File: src/rtl/vga_timing_pkg.sv
// Default 640x480@60 timing constants and derived totals shared by the sync
// generator, its interface and the display pointer stage.
package vga_timing_pkg;

  localparam int POS_W   = 10;
  localparam int FRAME_W = 6;

  localparam int VGA_CLK_DIV = 4;

  localparam int VGA_H_DISPLAY = 640;
  localparam int VGA_H_FRONT   = 16;
  localparam int VGA_H_SYNC    = 96;
  localparam int VGA_H_BACK    = 48;
  localparam int VGA_H_TOTAL   = VGA_H_DISPLAY + VGA_H_FRONT + VGA_H_SYNC + VGA_H_BACK;

  localparam int VGA_V_DISPLAY = 480;
  localparam int VGA_V_FRONT   = 10;
  localparam int VGA_V_SYNC    = 2;
  localparam int VGA_V_BACK    = 33;
  localparam int VGA_V_TOTAL   = VGA_V_DISPLAY + VGA_V_FRONT + VGA_V_SYNC + VGA_V_BACK;

  typedef logic [POS_W-1:0]   pos_t;
  typedef logic [FRAME_W-1:0] frame_t;

  function automatic logic in_window(pos_t v, pos_t lo, pos_t hi);
    return (v >= lo) && (v <= hi);
  endfunction

endpackage

File: src/rtl/vga_sync_gen_if.sv
// Raster position and sync bundle from the sync generator to display stages.
interface vga_sync_gen_if;
  import vga_timing_pkg::*;

  pos_t PosX;
  pos_t PosY;
  logic HSYNC;
  logic VSYNC;
  logic VideoOn;
  logic PixelTick;
  logic FrameStart;
  logic Blink;

  modport master (output PosX, PosY, HSYNC, VSYNC, VideoOn, PixelTick, FrameStart, Blink);
  modport slave  (input  PosX, PosY, HSYNC, VSYNC, VideoOn, PixelTick, FrameStart, Blink);
endinterface

File: src/rtl/pixel_tick_div.sv
// Pixel clock divider: counts 0..CLK_DIV-1 and flags the last count as the
// pixel-advance strobe; the strobe is a pure decode of the counter register.
module pixel_tick_div #(
  parameter int CLK_DIV = 4
) (
  input  logic clk_i,
  input  logic rst_i,
  output logic tick_o
);

  localparam logic [3:0] LAST = 4'(CLK_DIV - 1);

  logic [3:0] cnt_q, cnt_d;

  always_comb cnt_d = (cnt_q == LAST) ? 4'd0 : cnt_q + 4'd1;

  always_ff @(posedge clk_i or posedge rst_i) begin
    if (rst_i) cnt_q <= 4'd0;
    else       cnt_q <= cnt_d;
  end

  assign tick_o = (cnt_q == LAST);

endmodule

File: src/rtl/vga_sync_gen.sv
// VGA raster timing: position counters advanced by the pixel divider, plus
// registered sync/visible decode (one CLK behind position) and a frame counter.
module vga_sync_gen
  import vga_timing_pkg::*;
#(
  parameter int CLK_DIV   = VGA_CLK_DIV,
  parameter int H_DISPLAY = VGA_H_DISPLAY,
  parameter int H_FRONT   = VGA_H_FRONT,
  parameter int H_SYNC    = VGA_H_SYNC,
  parameter int H_BACK    = VGA_H_BACK,
  parameter int V_DISPLAY = VGA_V_DISPLAY,
  parameter int V_FRONT   = VGA_V_FRONT,
  parameter int V_SYNC    = VGA_V_SYNC,
  parameter int V_BACK    = VGA_V_BACK
) (
  input  logic CLK,
  input  logic RESET,
  vga_sync_gen_if.master vga
);

  localparam pos_t H_LAST = pos_t'(H_DISPLAY + H_FRONT + H_SYNC + H_BACK - 1);
  localparam pos_t V_LAST = pos_t'(V_DISPLAY + V_FRONT + V_SYNC + V_BACK - 1);
  localparam pos_t HS_LO  = pos_t'(H_DISPLAY + H_FRONT);
  localparam pos_t HS_HI  = pos_t'(H_DISPLAY + H_FRONT + H_SYNC - 1);
  localparam pos_t VS_LO  = pos_t'(V_DISPLAY + V_FRONT);
  localparam pos_t VS_HI  = pos_t'(V_DISPLAY + V_FRONT + V_SYNC - 1);
  localparam pos_t H_VIS  = pos_t'(H_DISPLAY);
  localparam pos_t V_VIS  = pos_t'(V_DISPLAY);

  logic   tick;
  logic   x_wrap, frame_wrap;
  pos_t   x_q, x_d, y_q, y_d;
  logic   hs_q, hs_d, vs_q, vs_d, von_q, von_d, fs_q, fs_d;
  frame_t frame_q, frame_d;

  pixel_tick_div #(.CLK_DIV(CLK_DIV)) u_div (
    .clk_i  (CLK),
    .rst_i  (RESET),
    .tick_o (tick)
  );

  always_comb begin
    x_wrap     = tick && (x_q == H_LAST);
    frame_wrap = x_wrap && (y_q == V_LAST);
    x_d        = x_q;
    y_d        = y_q;
    if (tick)   x_d = x_wrap ? '0 : x_q + pos_t'(1);
    if (x_wrap) y_d = (y_q == V_LAST) ? '0 : y_q + pos_t'(1);
    // Decode from the current position, so these trail the counters by one CLK.
    hs_d    = !in_window(x_q, HS_LO, HS_HI);
    vs_d    = !in_window(y_q, VS_LO, VS_HI);
    von_d   = (x_q < H_VIS) && (y_q < V_VIS);
    fs_d    = frame_wrap;
    frame_d = frame_q + frame_t'(frame_wrap);
  end

  always_ff @(posedge CLK or posedge RESET) begin
    if (RESET) begin
      x_q     <= '0;
      y_q     <= '0;
      hs_q    <= 1'b1;
      vs_q    <= 1'b1;
      von_q   <= 1'b0;
      fs_q    <= 1'b0;
      frame_q <= '0;
    end else begin
      x_q     <= x_d;
      y_q     <= y_d;
      hs_q    <= hs_d;
      vs_q    <= vs_d;
      von_q   <= von_d;
      fs_q    <= fs_d;
      frame_q <= frame_d;
    end
  end

  assign vga.PosX       = x_q;
  assign vga.PosY       = y_q;
  assign vga.HSYNC      = hs_q;
  assign vga.VSYNC      = vs_q;
  assign vga.VideoOn    = von_q;
  assign vga.PixelTick  = tick;
  assign vga.FrameStart = fs_q;
  assign vga.Blink      = frame_q[FRAME_W-1];

endmodule

File: src/flat_wrapper.sv
// flat-port wrapper written by rule: the top's interface ports become plain ports
module vga_sync_gen_flat import vga_timing_pkg::*;
#(
  parameter int CLK_DIV   = VGA_CLK_DIV,
  parameter int H_DISPLAY = VGA_H_DISPLAY,
  parameter int H_FRONT   = VGA_H_FRONT,
  parameter int H_SYNC    = VGA_H_SYNC,
  parameter int H_BACK    = VGA_H_BACK,
  parameter int V_DISPLAY = VGA_V_DISPLAY,
  parameter int V_FRONT   = VGA_V_FRONT,
  parameter int V_SYNC    = VGA_V_SYNC,
  parameter int V_BACK    = VGA_V_BACK
)
  (CLK, RESET, vga_PosX, vga_PosY, vga_HSYNC, vga_VSYNC, vga_VideoOn, vga_PixelTick, vga_FrameStart, vga_Blink);
  vga_sync_gen_if vga_i ();
  input  logic CLK;
  input  logic RESET;
  output wire logic [$bits(vga_i.PosX)-1:0] vga_PosX;
  output wire logic [$bits(vga_i.PosY)-1:0] vga_PosY;
  output wire logic [$bits(vga_i.HSYNC)-1:0] vga_HSYNC;
  output wire logic [$bits(vga_i.VSYNC)-1:0] vga_VSYNC;
  output wire logic [$bits(vga_i.VideoOn)-1:0] vga_VideoOn;
  output wire logic [$bits(vga_i.PixelTick)-1:0] vga_PixelTick;
  output wire logic [$bits(vga_i.FrameStart)-1:0] vga_FrameStart;
  output wire logic [$bits(vga_i.Blink)-1:0] vga_Blink;
  assign vga_PosX = vga_i.PosX;
  assign vga_PosY = vga_i.PosY;
  assign vga_HSYNC = vga_i.HSYNC;
  assign vga_VSYNC = vga_i.VSYNC;
  assign vga_VideoOn = vga_i.VideoOn;
  assign vga_PixelTick = vga_i.PixelTick;
  assign vga_FrameStart = vga_i.FrameStart;
  assign vga_Blink = vga_i.Blink;
  vga_sync_gen #(.CLK_DIV(CLK_DIV), .H_DISPLAY(H_DISPLAY), .H_FRONT(H_FRONT), .H_SYNC(H_SYNC), .H_BACK(H_BACK), .V_DISPLAY(V_DISPLAY), .V_FRONT(V_FRONT), .V_SYNC(V_SYNC), .V_BACK(V_BACK)) u_core (.CLK(CLK), .RESET(RESET), .vga(vga_i));
endmodule
File: config.mk
export PLATFORM = sky130hd
export DESIGN_NAME = vga_sync_gen_flat
export DESIGN_NICKNAME = d
export VERILOG_FILES = /design/src/rtl/vga_timing_pkg.sv /design/src/rtl/vga_sync_gen_if.sv /design/src/rtl/pixel_tick_div.sv /design/src/rtl/vga_sync_gen.sv /design/src/flat_wrapper.sv
export SDC_FILE = /design/constraint.sdc
export NUM_CORES = 1
export LEC_CHECK = 0
export BUFFER_PORTS_ARGS = -buffer_cell sky130_fd_sc_hd__buf_2
export CORE_MARGIN = 2
export CORE_UTILIZATION = 37
export CTS_BUF_LIST = sky130_fd_sc_hd__clkbuf_16
export DETAILED_ROUTE_END_ITERATION = 8
export PLACE_DENSITY = 0.62
export SYNTH_ARGS = -nofsm -noshare
export SYNTH_HDL_FRONTEND = slang
export SYNTH_SLANG_ARGS = --single-unit
File: constraint.sdc
create_clock -name CLK -period 2.04 [get_ports CLK]
set_input_delay 0.408 -clock CLK [delete_from_list [all_inputs] [get_ports CLK]]
set_output_delay 0.408 -clock CLK [all_outputs]
set_load 0.01 [all_outputs]
==> key figures, run 1 <==
Clock network
  • H-tree depth: 2
  • Max clock buf depth: 2
  • Root Driver: clkbuf_16
  • CTS sink cnt: 34
  • TritonCTS buffer count: 5
  • Clock transition at path regs: 0.05 ns
  • CTS tree: yes
  • Clock latency on the worst-skew pair: 0.27 ns
  • Post-CTS Hold Fix Bufs: 0

Timing
  • Fin. max-slew vios: 0
  • RSZ-0062 raised after global routing: yes
  • Worst rel slew slack: 0.694
  • Fin crit share: 0.984
  • Setup Skew: 0.00763 ns
  • Max frequency: 0.498 GHz
  • Final Hold Viols: 0
  • # setup viols final: 0
  • Tmin final: 2.01 ns
  • Tightest Pin Transition: 0.455 ns

Final layout
  • Ratio of cells with drive above 1 in the final layout: 0.316
  • Filler-free cell count of the finished design: 240
  • Fillers: 383
  • Layout area overhead: 29.1%
  • Antenna fix cells: 0
  • Fin nets: 198

Floorplan
  • Initial core utilization: 0.389
  • Die Wd: 69.4 µm
  • Cell row count: 23
  • Die H: 69.4 µm
  • Die ar.: 0.00481 mm²
  • IO Pins: 28
  • Core region area: 0.00406 mm²

Critical path
  • Critical Path RT: 1.63 ns
  • Startpoint types: register
  • CP Capture Type: output port
  • WS Path Type: reg -> out
  • Crit path DAT: 1.60 ns
  • Crit-path max FO: 9

Placement
  • Hpwl dp: 2.25 mm
  • PortBufs: 27
  • Dpl cells: 228
  • Final GP Congestion: 0.762

Route
  • Final WL: 3.28 mm
  • DR DRC count: 0
  • Vias per inst: 5.15
  • Antenna Nets Post-Route: 0
  • Initial DRC Count: 80
  • Mean routed wirelength per cell: 13.7 µm
  • First-pass DRT Iterations: 4
  • Via count: 1235

Synth
  • Synth Area in Adders: 0.0554
  • Syn avg cell area: 11.1 µm²
  • Post-Synth Simple-Gate Area: 0.200
  • Largest family of logic cells by synthesized area: simple AND/OR/NAND/NOR gates
  • Ys Warns: 0
  • Seq/Total Area, Yosys: 0.540
  • Top-area cell type share of the netlist area: 0.507
  • Mapped Nets: 152
  • Synth Register Bits: 34
  • Top post-synthesis cells by area: dfrtp_1 51%, xnor2_1 7.8%, ha_1 5.5%, nand4_1 4.0%, nand3_1 3.5%
  • Cells after Synth: 143
  • Mux cell area share after synthesis: 0.00950
  • Area leader, netlist: dfrtp_1
  • Yosys cell types: 34
  • Compound-Gate Fraction of Synth Area: 0.0744
  • Synth Area in XOR/XNOR: 0.0887
  • Synth Cell Area: 0.00158 mm²

Global route
  • Tot GR Track Use: 0.142
  • First-pass GRT wire length: 5.35 mm
  • Antenna violations before repair: 0
  • Total gr overflow: 0
  • Vias in the first global route: 1133
  • Pin count of the biggest net entering global routing: 35

Power
  • Pwr/cell area: 679 mW/mm²
  • Pwr Total: 1.38 mW
  • Pleak: 1.01 nW
  • Max IR drop VDD: 0.562 mV

Flow run
  • Max_cap viols: 0

Run status
  • Status: finished, final reports clean

Hold path
  • Tightest Hold Check Type: in -> async
==> power by group <==
| group | switching [mW] | leakage, nW | internal (mW) |
|---|---|---|---|
| Clock | 0.256 | 0.0738 | 0.438 |
| Sequential | 0 | 0.449 | 0.676 |
| Combinational | 0.0130 | 0.489 | 0.00208 |
| Total | 0.269 | 1.01 | 1.12 |
==> layout make-up <==
cell class | count | area (µm²) | share of cell area
flip-flops and latches | 34 | 853 | 0.418
multi-input cells | 99 | 709 | 0.348
clock inverters | 3 | 11.3 | 0.00552
well taps | 50 | 62.6 | 0.0307
inverters | 8 | 35.0 | 0.0172
clock buffers | 5 | 125 | 0.0613
repair buffers | 41 | 244 | 0.120
==> layer usage <==
metal	wire [µm]	GRT usage
met5	0	0
met2	1550	0.216
met3	176	0.0538
met4	56	0.0588
met1	1490	0.181
==> Yosys cell counts, drive strengths merged <==
cell and count:
mux2 1, and3b 1, xor2 2, buf 2, nand2 8, dfrtp 32, and2 1, nor2 5
a21bo 1, xnor2 14, dfstp 2, o31ai 1, a21oi 3, nor4 2, a31oi 4, a21o 2
nand2b 1, nand4 10, ha 7, or2 1, nor4b 1, o21ai 6, a21boi 1, inv 7
clkinv 1, and4b 1, o21a 1, or3 1, and3 6, or3b 1, and4 1, nor2b 2
nor3 3, nand3 11
==> through the flow <==
stage	hold slack (ns)	area [µm²]	setup TNS, ns	setup WS [ns]	utilization
global route	0.267	2040	-0.110	-0.0448	0.503
global placement	0.442	1840	0	0.0802	0.453
CTS	0.237	1970	0	0.0113	0.487
detailed placement	0.460	1840	0	0.0270	0.453
floorplan	0.431	1580	0	0.00711	-
finish	0.224	2040	0	0.0329	0.503
==> layout by cell type (no fill, tap or decap), drive strengths merged <==
master and n:
buf 41, dfrtp 32, xnor2 14, nand3 11, nand4 10, inv 9, nand2 8, ha 7
o21ai 6, and3 6, clkbuf 5, nor2 5, a31oi 4, nor3 3, a21oi 3, xor2 2
nor4 2, a21o 2, nor2b 2, dfstp 2, clkinv 2, or3b 1, and4b 1, a21boi 1
o31ai 1, and4 1, and3b 1, nand2b 1, mux2 1, or3 1, and2 1, nor4b 1
o21a 1, or2 1, a21bo 1
==> final timing paths <==
check,slack [ns],start,end,depth (start not counted)
setup / recovery,0.03,u_core.u_div.cnt_q[0]$_DFF_PP0_,vga_PixelTick,5
hold / removal,0.22,RESET,u_core.vga.PosX[5]$_DFFE_PP0N_,3
setup reg to reg,0.06,u_core.u_div.cnt_q[0]$_DFF_PP0_,u_core.vga.PosY[4]$_DFFE_PP0N_,7
hold reg to reg,0.47,u_core.frame_q[5]$_DFF_PP0_,u_core.frame_q[5]$_DFF_PP0_,1
max in group asynchronous,1.48,RESET,u_core.vga.VSYNC$_DFF_PP1_,3
min in group CLK,0.47,u_core.frame_q[5]$_DFF_PP0_,u_core.frame_q[5]$_DFF_PP0_,1
==> flip-flops by register name, summed over array words and instances, names as in the netlist <==
name	count
u_core.u_div.cnt_q	4
u_core.vga.PosX	10
u_core.vga.HSYNC	1
u_core.frame_q	6
u_core.vga.FrameStart	1
u_core.vga.PosY	10
u_core.vga.VSYNC	1
u_core.vga.VideoOn	1
==> cells by family after synthesis <==
group                      Yosys count
buffers and inverters               10
xor gates and xnor gates            16
adders and majority gates            7
AOI/OAI and AO/OA                   19
DFF                                 34
muxes                                1
and+or+nand+nor                     56
==> critical path, stage by stage, from the launching register on <==
cell and delay (ns):
dfrtp_1 0.38, ha_2 0.20, or3b_4 0.41, clkinv_4 0.06
buf_4 0.14, buf_2 0.14
==> timing repair <==
action,in CTS,in global routing
setup buffers,0,4
endpoints found under the setup margin,0,10
resized for setup,0,10
(Power assumes the default switching activity.)
==> inputs of run 2 (changes only) <==
Settings changed: CORE_UTILIZATION 37 to 30, PLACE_DENSITY 0.62 to 0.53.
==> key figures, run 2 (same netlist as run 1, synthesis figures left out) <==
Run status
  • Status: finished, final reports clean (unchanged)

Route
  • Initial DRC Count: 65 (was 80)
  • Antenna Nets Post-Route: 0 (unchanged)
  • First-pass DRT Iterations: 4 (unchanged)
  • Final WL: 3.47 mm (was 3.28 mm)
  • DR DRC count: 0 (unchanged)
  • Via count: 1284 (was 1235)
  • Mean routed wirelength per cell: 13.1 µm (was 13.7 µm)
  • Vias per inst: 4.85 (was 5.15)

Timing
  • Fin worst setup slack: 0.0537 ns (was 0.0329 ns)
  • Fin. max-slew vios: 0 (unchanged)
  • Worst rel slew slack: 0.675 (was 0.694)
  • Final Hold Viols: 0 (unchanged)
  • Hold WS: 0.217 ns (was 0.224 ns)
  • Tightest Pin Transition: 0.484 ns (was 0.455 ns)
  • Tmin final: 1.99 ns (was 2.01 ns)
  • Max frequency: 0.503 GHz (was 0.498 GHz)
  • Setup Skew: 0.00432 ns (was 0.00763 ns)
  • # setup viols final: 0 (unchanged)
  • Fin crit share: 0.974 (was 0.984)
  • RSZ-0062 raised after global routing: yes (unchanged)

Global route
  • Vias in the first global route: 1280 (was 1133)
  • Pin count of the biggest net entering global routing: 35 (unchanged)
  • Tot GR Track Use: 0.125 (was 0.142)
  • Total gr overflow: 0 (unchanged)
  • First-pass GRT wire length: 5.87 mm (was 5.35 mm)
  • Antenna violations before repair: 0 (unchanged)

Power
  • Pleak: 1.05 nW (was 1.01 nW)
  • Max IR drop VDD: 0.430 mV (was 0.562 mV)
  • Pwr/cell area: 720 mW/mm² (was 679 mW/mm²)

Critical path
  • Crit path DAT: 1.58 ns (was 1.60 ns)
  • Crit path buf inv count: 3 (unchanged)
  • Crit-path max FO: 9 (unchanged)
  • CP Cell Sequence: ha_2 > or3b_4 > clkinv_4 > buf_4 > buf_2 (unchanged)
  • Critical Path RT: 1.63 ns (about the same)
  • CP Capture Type: output port (unchanged)
  • WS Path Type: reg -> out (unchanged)
  • Delay-heaviest family, CP: simple AND/OR/NAND/NOR gates (unchanged)
  • Crit-path slowest cell: or3b_4 (unchanged)
  • Critical Path Stages: 5 (unchanged)
  • CP peak stage delay: 0.40 ns (was 0.41 ns)
  • Startpoint types: register (unchanged)
  • Reg2reg path depth: 9 (was 7)

Final layout
  • Most common cell after layout, fill and taps aside: dfrtp_1 (unchanged)
  • Fin nets: 203 (was 198)
  • Layout area overhead: 34.4% (was 29.1%)
  • Ratio of cells with drive above 1 in the final layout: 0.344 (was 0.316)
  • Area occupied by multi-input gates: 704 µm² (was 709 µm²)
  • Antenna fix cells: 0 (unchanged)
  • Filler-free cell count of the finished design: 265 (was 240)
  • Fillers: 515 (was 383)
  • Commonest cells after routing, fill and taps aside: 32 x dfrtp_1, 27 x buf_2, 19 x buf_4, 14 x xnor2_1 (was 32 x dfrtp_1, 27 x buf_2, 14 x xnor2_1, 13 x buf_4)
  • Register area: 853 µm² (unchanged)

Clock network
  • Clock latency on the worst-skew pair: 0.27 ns (about the same)
  • TritonCTS buffer count: 5 (unchanged)
  • Max clock buf depth: 2 (unchanged)
  • CTS tree: yes (unchanged)
  • Root Driver: clkbuf_16 (unchanged)
  • CTS sink cnt: 34 (unchanged)
  • Post-CTS Hold Fix Bufs: 0 (unchanged)
  • H-tree depth: 2 (unchanged)
  • Clock transition at path regs: 0.05 ns (about the same)

Floorplan
  • Die ar.: 0.00586 mm² (was 0.00481 mm²)
  • Cell row count: 26 (was 23)
  • Die H: 76.6 µm (was 69.4 µm)
  • Initial core utilization: 0.309 (was 0.389)
  • Core region area: 0.00511 mm² (was 0.00406 mm²)
  • Die Wd: 76.6 µm (was 69.4 µm)
  • IO Pins: 28 (unchanged)

Flow run
  • Max_cap viols: 0 (unchanged)

Placement
  • Dpl cells: 250 (was 228)
  • Final GP Congestion: 0.784 (was 0.762)
  • Pre-CTS setup slack: -0.0216 ns (was 0.0270 ns)
  • PortBufs: 27 (unchanged)
  • Hpwl dp: 2.40 mm (was 2.25 mm)

Hold path
  • Tightest Hold Check Type: in -> async (unchanged)
-- run 2: layout make-up --
| cell class | instances | share of cell area |
|---|---|---|
| clock buffers | 5 | 0.0589 |
| clock inverters | 3 | 0.0189 |
| inverters | 8 | 0.0165 |
| multi-input cells | 99 | 0.332 |
| flip-flops and latches | 34 | 0.402 |
| well taps | 70 | 0.0412 |
| repair buffers | 46 | 0.131 |
-- run 2: tightest hold or removal path, delay by kind of cell --
family,cells,cell delay (ns)
buf+inv,3,0.51
-- run 2: routing by layer --
metal | track usage | routed length (µm) | vias to the layer above
met5 | 0 | 0 | -
met4 | 0.0545 | 55 | 0
met3 | 0.0308 | 176 | 8
met2 | 0.207 | 1650 | 38
met1 | 0.155 | 1590 | 625
li1 | - | - | 613
-- run 2: timing repair --
item	4_1_cts	5_1_grt
endpoints found under the hold margin	0	0
buffers inserted	0	7
gates resized for setup	1	6
endpoints found under the setup margin	1	11
pin swaps	1	4
-- run 2: through the flow --
stage          cell area, µm²   util  setup TNS (ns)  power [mW]
6_report                 2120  0.416               0        1.53
3_3_place_gp             1880  0.368               0       0.703
5_1_grt                  2120  0.416         -0.0454        1.59
2_1_floorplan            1580      -               0       0.697
4_1_cts                  2050  0.401               0        1.55
3_5_place_dp             1880  0.368         -0.0216       0.703
-- run 2: where the power goes --
group          switching, mW  total [mW]  internal, mW
sequential                 0       0.675         0.675
combinational         0.0133      0.0154       0.00209
clock                  0.268       0.838         0.571
-- run 2: worst paths after layout --
kind / end / startpoint / slack [ns]
hold reg to reg: u_core.frame_q[4]$_DFF_PP0_ / u_core.frame_q[4]$_DFF_PP0_ / 0.47
setup reg to reg: u_core.frame_q[5]$_DFF_PP0_ / u_core.u_div.cnt_q[1]$_DFF_PP0_ / 0.06
setup / recovery: vga_PixelTick / u_core.u_div.cnt_q[1]$_DFF_PP0_ / 0.05
min in group CLK: u_core.frame_q[4]$_DFF_PP0_ / u_core.frame_q[4]$_DFF_PP0_ / 0.47
hold / removal: u_core.frame_q[5]$_DFF_PP0_ / RESET / 0.22
max in group asynchronous: u_core.vga.HSYNC$_DFF_PP1_ / RESET / 1.47
